===== src/rtl/vga_pkg.sv =====
`default_nettype none
// ============================================================================
// Module  : vga_pkg
// Purpose : Shared display geometry, RGB444 colours, pattern modes and the
//           per-axis bounce step used by the pattern generator.
// Rev     : 1.0  initial release
// ============================================================================
package vga_pkg;

   localparam int H_DISP = 640;
   localparam int V_DISP = 480;

   localparam logic [11:0] WHITE   = 12'hFFF;
   localparam logic [11:0] YELLOW  = 12'hFF0;
   localparam logic [11:0] CYAN    = 12'h0FF;
   localparam logic [11:0] GREEN   = 12'h0F0;
   localparam logic [11:0] MAGENTA = 12'hF0F;
   localparam logic [11:0] RED     = 12'hF00;
   localparam logic [11:0] BLUE    = 12'h00F;
   localparam logic [11:0] BLACK   = 12'h000;

   localparam logic [1:0] MODE_BARS  = 2'd0;
   localparam logic [1:0] MODE_CHECK = 2'd1;
   localparam logic [1:0] MODE_BOX   = 2'd2;
   localparam logic [1:0] MODE_GRAD  = 2'd3;

   typedef enum logic {
      DIR_INC = 1'b0,
      DIR_DEC = 1'b1
   } dir_t;

   typedef struct packed {
      dir_t       dir;
      logic [9:0] pos;
   } axis_t;

   // One frame of motion on one axis; the box clamps to the wall and reverses.
   function automatic axis_t bounce_step(input axis_t cur,
                                         input logic [9:0] max_pos,
                                         input logic [9:0] step);
      axis_t nxt;
      nxt = cur;
      if (cur.dir == DIR_INC) begin
         if (cur.pos >= max_pos - step) begin
            nxt.pos = max_pos;
            nxt.dir = DIR_DEC;
         end else begin
            nxt.pos = cur.pos + step;
         end
      end else begin
         if (cur.pos <= step) begin
            nxt.pos = '0;
            nxt.dir = DIR_INC;
         end else begin
            nxt.pos = cur.pos - step;
         end
      end
      return nxt;
   endfunction

endpackage
`default_nettype wire


===== src/rtl/vga_box_mover.sv =====
`default_nettype none
// ============================================================================
// Module  : vga_box_mover
// Purpose : Holds the bouncing-box position and direction, advanced once per
//           frame tick.
// Rev     : 1.0  initial release
// ============================================================================
module vga_box_mover #(
   parameter int H_DISP   = 640,
   parameter int V_DISP   = 480,
   parameter int BOX_SIZE = 32,
   parameter int STEP     = 4
) (
   input  logic       clk_i,
   input  logic       rst_i,
   input  logic       tick,
   output logic [9:0] box_x,
   output logic [9:0] box_y
);
   import vga_pkg::*;

   localparam logic [9:0] X_MAX  = 10'(H_DISP - BOX_SIZE);
   localparam logic [9:0] Y_MAX  = 10'(V_DISP - BOX_SIZE);
   localparam logic [9:0] STEP_W = 10'(STEP);

   axis_t x_q;
   axis_t y_q;

   always_ff @(posedge clk_i or posedge rst_i) begin
      if (rst_i) begin
         x_q <= '{dir: DIR_INC, pos: 10'd0};
         y_q <= '{dir: DIR_INC, pos: 10'd0};
      end else if (tick) begin
         x_q <= bounce_step(x_q, X_MAX, STEP_W);
         y_q <= bounce_step(y_q, Y_MAX, STEP_W);
      end
   end

   assign box_x = x_q.pos;
   assign box_y = y_q.pos;

endmodule
`default_nettype wire


===== src/rtl/vga_pattern_gen.sv =====
`default_nettype none
// ============================================================================
// Module  : vga_pattern_gen
// Purpose : Two-stage RGB444 test-pattern generator behind the 640x480 timing
//           controller; syncs are delayed to stay aligned with the colour.
// Rev     : 1.0  initial release
// ============================================================================
module vga_pattern_gen #(
   parameter int H_DISP     = 640,
   parameter int V_DISP     = 480,
   parameter int BOX_SIZE   = 32,
   parameter int STEP       = 4,
   parameter int CHECK_LOG2 = 5,
   parameter int BAR_W      = 80
) (
   input  logic       clk_i,
   input  logic       rst_i,
   input  logic       hsync_i,
   input  logic       vsync_i,
   input  logic       disp_active_i,
   input  logic [9:0] xcol_i,
   input  logic [9:0] yrow_i,
   input  logic [1:0] mode_i,
   output logic       hsync_o,
   output logic       vsync_o,
   output logic [3:0] red_o,
   output logic [3:0] green_o,
   output logic [3:0] blue_o
);
   import vga_pkg::*;

   logic       tick;
   logic [9:0] x_s1;
   logic [9:0] y_s1;
   logic       act_s1;
   logic       hs_s1;
   logic       vs_s1;
   logic [1:0] mode_q;
   logic [7:0] frame_cnt;
   logic [9:0] box_x;
   logic [9:0] box_y;
   logic [10:0] box_x_end;
   logic [10:0] box_y_end;
   logic       in_box;
   logic [11:0] colour;
   logic [11:0] rgb_q;

   // First blanking line, first column: the frame boundary.
   assign tick = (xcol_i == 10'd0) && (yrow_i == 10'(V_DISP));

   function automatic logic [11:0] bar_colour(input logic [9:0] x);
      logic [2:0] idx;
      idx = 3'd0;
      for (int i = 1; i < 8; i++) begin
         if (x >= 10'(i * BAR_W)) idx = 3'(i);
      end
      case (idx)
         3'd0:    return WHITE;
         3'd1:    return YELLOW;
         3'd2:    return CYAN;
         3'd3:    return GREEN;
         3'd4:    return MAGENTA;
         3'd5:    return RED;
         3'd6:    return BLUE;
         default: return BLACK;
      endcase
   endfunction

   vga_box_mover #(
      .H_DISP   (H_DISP),
      .V_DISP   (V_DISP),
      .BOX_SIZE (BOX_SIZE),
      .STEP     (STEP)
   ) u_box_mover (
      .clk_i (clk_i),
      .rst_i (rst_i),
      .tick  (tick),
      .box_x (box_x),
      .box_y (box_y)
   );

   always_ff @(posedge clk_i or posedge rst_i) begin
      if (rst_i) begin
         x_s1      <= '0;
         y_s1      <= '0;
         act_s1    <= 1'b0;
         hs_s1     <= 1'b1;
         vs_s1     <= 1'b1;
         mode_q    <= MODE_BARS;
         frame_cnt <= '0;
      end else begin
         x_s1   <= xcol_i;
         y_s1   <= yrow_i;
         act_s1 <= disp_active_i;
         hs_s1  <= hsync_i;
         vs_s1  <= vsync_i;
         if (tick) begin
            mode_q    <= mode_i;
            frame_cnt <= frame_cnt + 8'd1;
         end
      end
   end

   assign box_x_end = {1'b0, box_x} + 11'(BOX_SIZE);
   assign box_y_end = {1'b0, box_y} + 11'(BOX_SIZE);
   assign in_box    = (x_s1 >= box_x) && ({1'b0, x_s1} < box_x_end) &&
                      (y_s1 >= box_y) && ({1'b0, y_s1} < box_y_end);

   always_comb begin
      colour = BLACK;
      case (mode_q)
         MODE_BARS:  colour = bar_colour(x_s1);
         MODE_CHECK: colour = (x_s1[CHECK_LOG2] ^ y_s1[CHECK_LOG2]) ? WHITE : BLACK;
         MODE_BOX:   colour = in_box ? WHITE : BLUE;
         default:    colour = {x_s1[8:5], y_s1[8:5], frame_cnt[7:4]};
      endcase
   end

   always_ff @(posedge clk_i or posedge rst_i) begin
      if (rst_i) begin
         rgb_q   <= BLACK;
         hsync_o <= 1'b1;
         vsync_o <= 1'b1;
      end else begin
         rgb_q   <= act_s1 ? colour : BLACK;
         hsync_o <= hs_s1;
         vsync_o <= vs_s1;
      end
   end

   assign red_o   = rgb_q[11:8];
   assign green_o = rgb_q[7:4];
   assign blue_o  = rgb_q[3:0];

endmodule
`default_nettype wire


===== config.mk =====
export PLATFORM = sky130hd
export DESIGN_NAME = vga_pattern_gen
export DESIGN_NICKNAME = d
export VERILOG_FILES = /design/src/rtl/vga_pkg.sv /design/src/rtl/vga_box_mover.sv /design/src/rtl/vga_pattern_gen.sv
export SDC_FILE = /design/constraint.sdc
export NUM_CORES = 1
export LEC_CHECK = 0
export ABC_AREA = 1
export CAP_MARGIN = 20
export CORE_AREA = 2 2 114 116
export CTS_CLUSTER_DIAMETER = 120
export DETAILED_ROUTE_END_ITERATION = 8
export DIE_AREA = 0 0 116 118
export GPL_TIMING_DRIVEN = 1
export PLACE_DENSITY_LB_ADDON = 0.1
export SLEW_MARGIN = 20
export SYNTH_ARGS = -nofsm -noshare
export SYNTH_HDL_FRONTEND = slang
export SYNTH_SLANG_ARGS = --single-unit

===== constraint.sdc =====
create_clock -name clk_i -period 2.9 [get_ports clk_i]
set_input_delay 0.29 -clock clk_i [delete_from_list [all_inputs] [get_ports clk_i]]
set_output_delay 0.29 -clock clk_i [all_outputs]
set_load 0.005 [all_outputs]

# ---- Yosys cells after proc, flatten, opt, wreduce, memory -nomap -nowiden
# Index checks and enable logic that the tools add are counted.
dict set report classes {
  n_mux 23
  eq_ne 9
  reduce_logical 7
  bitwise 1
  magnitude_cmp 15
  add_sub_neg 7
}
# cell count
set op_table {}
lappend op_table {{case mux 12 bit (7 select lines)} 1}
lappend op_table {{greater-or-equal comparator 10 x 9 -> 1 bit, second input constant} 4}
lappend op_table {{two-way mux 10 bit} 4}
lappend op_table {{two-way mux 12 bit} 3}
lappend op_table {{case mux 12 bit (3 select lines)} 1}
lappend op_table {{adder 10 x 6 -> 11 bit, second input constant} 2}
lappend op_table {{< comparator 10 x 11 -> 1 bit} 2}
lappend op_table {{two-way mux 11 bit} 2}
lappend op_table {{two-way mux 3 bit} 7}
lappend op_table {{adder 10 x 3 -> 10 bit, second input constant} 2}
lappend op_table {{greater-or-equal comparator 10 bit} 2}
lappend op_table {{greater-or-equal comparator 10 bit, second input constant} 2}
lappend op_table {{greater-or-equal comparator 10 x 8 -> 1 bit, second input constant} 2}
lappend op_table {{<= comparator 10 x 3 -> 1 bit, second input constant} 2}
lappend op_table {{subtractor 10 x 3 -> 10 bit, second input constant} 2}
lappend op_table {{== test 10 x 9 -> 1 bit, second input constant} 1}
lappend op_table {{greater-or-equal comparator 10 x 7 -> 1 bit, second input constant} 1}
lappend op_table {{logical NOT 10 bit} 1}
lappend op_table {{== test 3 bit, second input constant} 3}
lappend op_table {{adder 8 x 1 -> 8 bit, second input constant} 1}
lappend op_table {{== test 3 x 2 -> 1 bit, second input constant} 2}
lappend op_table {{two-way mux 1 bit} 5}
lappend op_table {{logical AND 1 bit} 4}
lappend op_table {{== test 3 x 1 -> 1 bit, second input constant} 1}
lappend op_table {{5 further kinds} 5}
dict set report totals {
  regBits 69
  in_bits 27
  elab_cells 76
}

# ---- Longest topological paths before layout
dict set report depth {
  depth_word 13
  depth_mapped 16
  ltp_nobuf 15
}

# ---- By module
# Synthesis repeated with hierarchy kept, for this count alone.
dict set report unflattened {
  cells_unflattened 633
  area_unflattened_um2 4645.7
}
# mod cells_per_inst area_each_um2 n_inst
set by_module_without_submodules {}
lappend by_module_without_submodules {vga_pattern_gen 353 2860.2 1}
lappend by_module_without_submodules {vga_box_mover 280 1785.5 1}

# ---- Least setup slack after synthesis
# No wires, ideal clock.
dict set report synth_timing {
  path_kind {reg-to-reg}
  from {reg u_box_mover.y_q (netlist bit u_box_mover.box_y[5])}
  to {reg rgb_q[10]}
  required_ns 2.787
  setup_time_ns 0.113
  t_arrival_ns 1.866
  stages_incl_launch_ff 15
  slack_ns 0.921
  path_buffers 1
  cell_sequence {dfrtp_1 > buf_2 > inv_1 > ha_1 > inv_1 > ha_1 > inv_1 > nor2_1 > nand3_1 > nor3_1 > nor2_1 > nand3_2 > nand3_2 > nand2_1 > inv_1}
}
dict set report synth_via {
  elab_chain_len 6
  elab_cells_between_ends 8
}
# element line
set synth_rtl {}
lappend synth_rtl {{start: declaration} vga_box_mover.sv:27} ;# axis_t y_q;
lappend synth_rtl {{start signal: assignment} vga_box_mover.sv:32} ;# y_q <= '{dir: DIR_INC, pos: 10'd0};
lappend synth_rtl {{start signal: assignment} vga_box_mover.sv:35} ;# y_q <= bounce_step(y_q, Y_MAX, STEP_W);
lappend synth_rtl {{adder 10 x 6 -> 11 bit / greater-or-equal comparator 10 bit (equally long branches)} {vga_pattern_gen.sv:105, vga_pattern_gen.sv:107}}
lappend synth_rtl {{< comparator 10 x 11 -> 1 bit / logical AND 1 bit (equally long branches)} {vga_pattern_gen.sv:107, vga_pattern_gen.sv:106}}
lappend synth_rtl {{logical AND 1 bit *} vga_pattern_gen.sv:107} ;# (y_s1 >= box_y) && ({1'b0, y_s1} < box_y_end);
lappend synth_rtl {{two-way mux 12 bit *} vga_pattern_gen.sv:114} ;# MODE_BOX: colour = in_box ? WHITE : BLUE;
lappend synth_rtl {{case mux 12 bit (3 select lines) *} vga_pattern_gen.sv:111} ;# case (mode_q)
lappend synth_rtl {{two-way mux 12 bit *} vga_pattern_gen.sv:125} ;# rgb_q <= act_s1 ? colour : BLACK;
lappend synth_rtl {{end signal: assignment} vga_pattern_gen.sv:125}
lappend synth_rtl {{end: declaration} vga_pattern_gen.sv:46} ;# logic [11:0] rgb_q;
# Mark *: on every way between the ends. The rest lies on a longest branch, timed or not.
# A chain may end at the register's enable or synchronous reset.

# ---- Final worst setup path
dict set report layout_timing {
  from {reg u_box_mover.y_q (netlist bit u_box_mover.box_y[5])}
  to {reg rgb_q[7]}
}
# The elaborated chain is that of the path after synthesis.

==> flow_summary.toml <==
[synthesis]
ys_types = 32
synth-adder-area-share = 0.122
ys_ff_latch = 61
synth_top_family_by_area = "simple AND/OR/NAND/NOR gates"
synth_top_cell_area_share = 0.355
async_flop_share = 1.00
synth.yosys.seq_area_share = 0.382
netlist_area_sq_um = 4010
synthTopCellsByArea = "dfrtp_1, ha_1, nand2_1"
synth-edff-count = 0
ys.flop_type = "dfrtp_1"
syn-num-nets = 590
ys_top_cells_by_count = "nand2_1, inv_1, nor2_1, dfrtp_1, ha_1"
muxShareOfSynthArea = 0
yosysMostFrequentCell = "nand2_1"
syn_area_per_cell_sq_um = 7.66
synth_compound_gate_area_share = 0.118
synthSimpleGateAreaFrac = 0.254
yosysTopAreaCell = "dfrtp_1"
synthCells = 524
yosys_warnings = 0
synth-xor-area-share = 0.0415

[floorplanning]
ios = 41
fp-row-count = 41
die_w_microns = 116
die_y_microns = 118
core-area_sq_um = 12400
die_area_sq_um = 13700
start_util = 0.323

[sta]
hold_viol_final = 0
fin_setup_tns_ns = 0
fin_worst_skew_ns = 0.00652
fin_crit_sh = 0.822
min_period_ns = 2.38
slew_violations = 0
grt_setup_unrepaired = "no"
fmax_ghz = 0.420
finalSetupViolations = 0
worst_pin_slew_ns = 0.646
slew-limit-headroom = 0.569
fin_ws_ns = 0.516
hold_slack_ns = 0.357

[placement]
dpl_cell_area_sq_um = 4600
placed_cells = 730
hpwl_microns = 7920
place_congestion = 0.849
post-place-ws_ns = 0.489
portBuffers = 40

[grt]
gr-total-overflow = 0
grt_pass1_wl_microns = 16900
antenna_found_initial = 0
grt_max_degree = 27
first_global_vias = 3468
track_usage = 0.159

[power_and_ir_drop]
power.density_nw_per_um2 = 464
power.switching_uw = 507
total_power_mw = 2.29
peakVddDrop_mv = 0.263
combPwrFrac = 0.068
swShare = 0.221
p_int_mw = 1.78
seqPwrFrac = 0.389
leakagePower_nw = 2.47
power_frac_clock = 0.543

[clocking]
cts.sinks = 61
clock_path_buffers = 2
post-cts-setup-buffer-count = 0
cts_tree = "done"
cts_resized = 0
clock_latency_ns = 0.33
cts-hold-fix-buffers = 0
root_buffer = "clkbuf_16"
cts_max_level = 3
numCtsBuffers = 9
path_clk_slew_ns = 0.06

[drt]
drt_iter0_drc = 236
wl_per_cell_microns = 13.9
viasPerCell = 4.76
vias = 3550
routed_wl_microns = 10400
dr.pass1.iters = 4
ant_nets = 0
drcViolationCount = 0

[critical_path]
startpoint_type = "flip-flop"
crit_arrival_ns = 2.65
cpMostUsedCell = "nand2_1"
cp-end-kind = "flip-flop"
crit_fanout = 9
path_class = "reg2reg"
cpPeakStageDelay_ns = 0.53
required_ns = 3.17
cp_slowest_cell = "dfrtp_1"
crit_chain = "ha_1 -> nand2_1 -> nor2_1 -> xor2_1 -> ha_1 -> nand3_1 -> nand2_1 -> inv_1 -> nand2_1 -> nor2_1 -> nand3_2 -> nand3_2 -> nand2_1 -> inv_1"
critical_path.top_delay_family = "simple AND/OR/NAND/NOR gates"
critPathBufInv = 2

[status]
status = "completed"

[finish]
post-route-util = 0.398
drive_above_1_share = 0.0627
instances_no_fill = 746
fin_nets = 635
diodes = 0
syn_to_final_growth_pct = 23.0
postLayoutCellArea_sq_um = 4930

[hold_path]
hold_class = "reg2reg"

[job]
maxCapViolations = 0
[flip-flops by register name (all words and copies together), names as in the netlist]
signal             flops
hs_s1                  1
u_box_mover.box_y      8
frame_cnt              8
vs_s1                  1
hsync_o                1
mode_q                 2
rgb_q                 12
y_s1                   8
u_box_mover.y_q        1
vsync_o                1
u_box_mover.box_x      8
x_s1                   8
act_s1                 1
u_box_mover.x_q        1
[power by group through the flow]
stage                     clock network, mW  registers, mW  logic (mW)
final                                  1.24          0.891       0.156
after global routing                   1.30          0.894       0.180
after CTS                              1.26          0.892       0.160
after detailed placement                  0          0.907       0.159
after global placement                    0          0.906       0.157
after floorplan                           0          0.901      0.0758
[cell usage in the layout, fill, tap and decap left out, types with 6 or more instances in the layout]
| cell | count |
|---|---|
| a31oi_1 | 6 |
| o21ai_0 | 32 |
| nor3_1 | 10 |
| a21oi_1 | 37 |
| clkdlybuf4s50_1 | 40 |
| inv_1 | 73 |
| ha_1 | 39 |
| nand4_1 | 11 |
| dfrtp_1 | 57 |
| nand2_1 | 103 |
| nor2_1 | 74 |
| nand3_1 | 23 |
| xor2_1 | 16 |
| clkbuf_16 | 9 |
[cell families (layout without fill, tap and decap cells)]
group / count (synthesis) / in the layout
xor+xnor: 19 / 19
buf+inv: 84 / 134
flops: 61 / 61
compound gates: 87 / 87
simple gates: 234 / 234
fa+ha+maj: 39 / 39
[worst reg2reg max path, cell delays in order (launching register included)]
cell     delay [ns]
dfrtp_1        0.53
ha_1           0.27
nand2_1        0.08
nor2_1         0.21
xor2_1         0.18
ha_1           0.27
nand3_1        0.09
nand2_1        0.05
inv_1          0.04
nand2_1        0.05
nor2_1         0.17
nand3_2        0.13
nand3_2        0.12
nand2_1        0.07
inv_1          0.05
[final cells by class]
type                    instances  area [sq um]
well taps                     172           215
clock buffers                   9           225
fillers                      1291          7480
clock inverters                 7           114
flip-flops and latches         61          1530
inverters                      75           282
multi-input cells             379          2140
repair buffers                 43           423
[worst paths after layout]
check	slack, ns	cells past startpoint	start	end
max in group asynchronous	1.75	3	rst_i	hs_s1
hold / removal	0.36	0	vs_s1	vsync_o
min in group asynchronous	0.37	2	rst_i	y_s1[7]
setup / recovery	0.52	14	u_box_mover.box_y[5]	rgb_q[7]
setup reg to reg	0.52	14	u_box_mover.box_y[5]	rgb_q[7]
hold reg to reg	0.36	0	vs_s1	vsync_o
[per-layer routing]
metal,up-vias,wire (microns),share of wire,global-route usage
met2,77,4790,0.46,0.253
met3,13,399,0.038,0.0283
met1,1660,4980,0.48,0.210
met4,0,191,0.018,0.0655
met5,-,0,0,0
li1,1800,-,-,-
No activity file was read; power rests on OpenSTA's default activity.
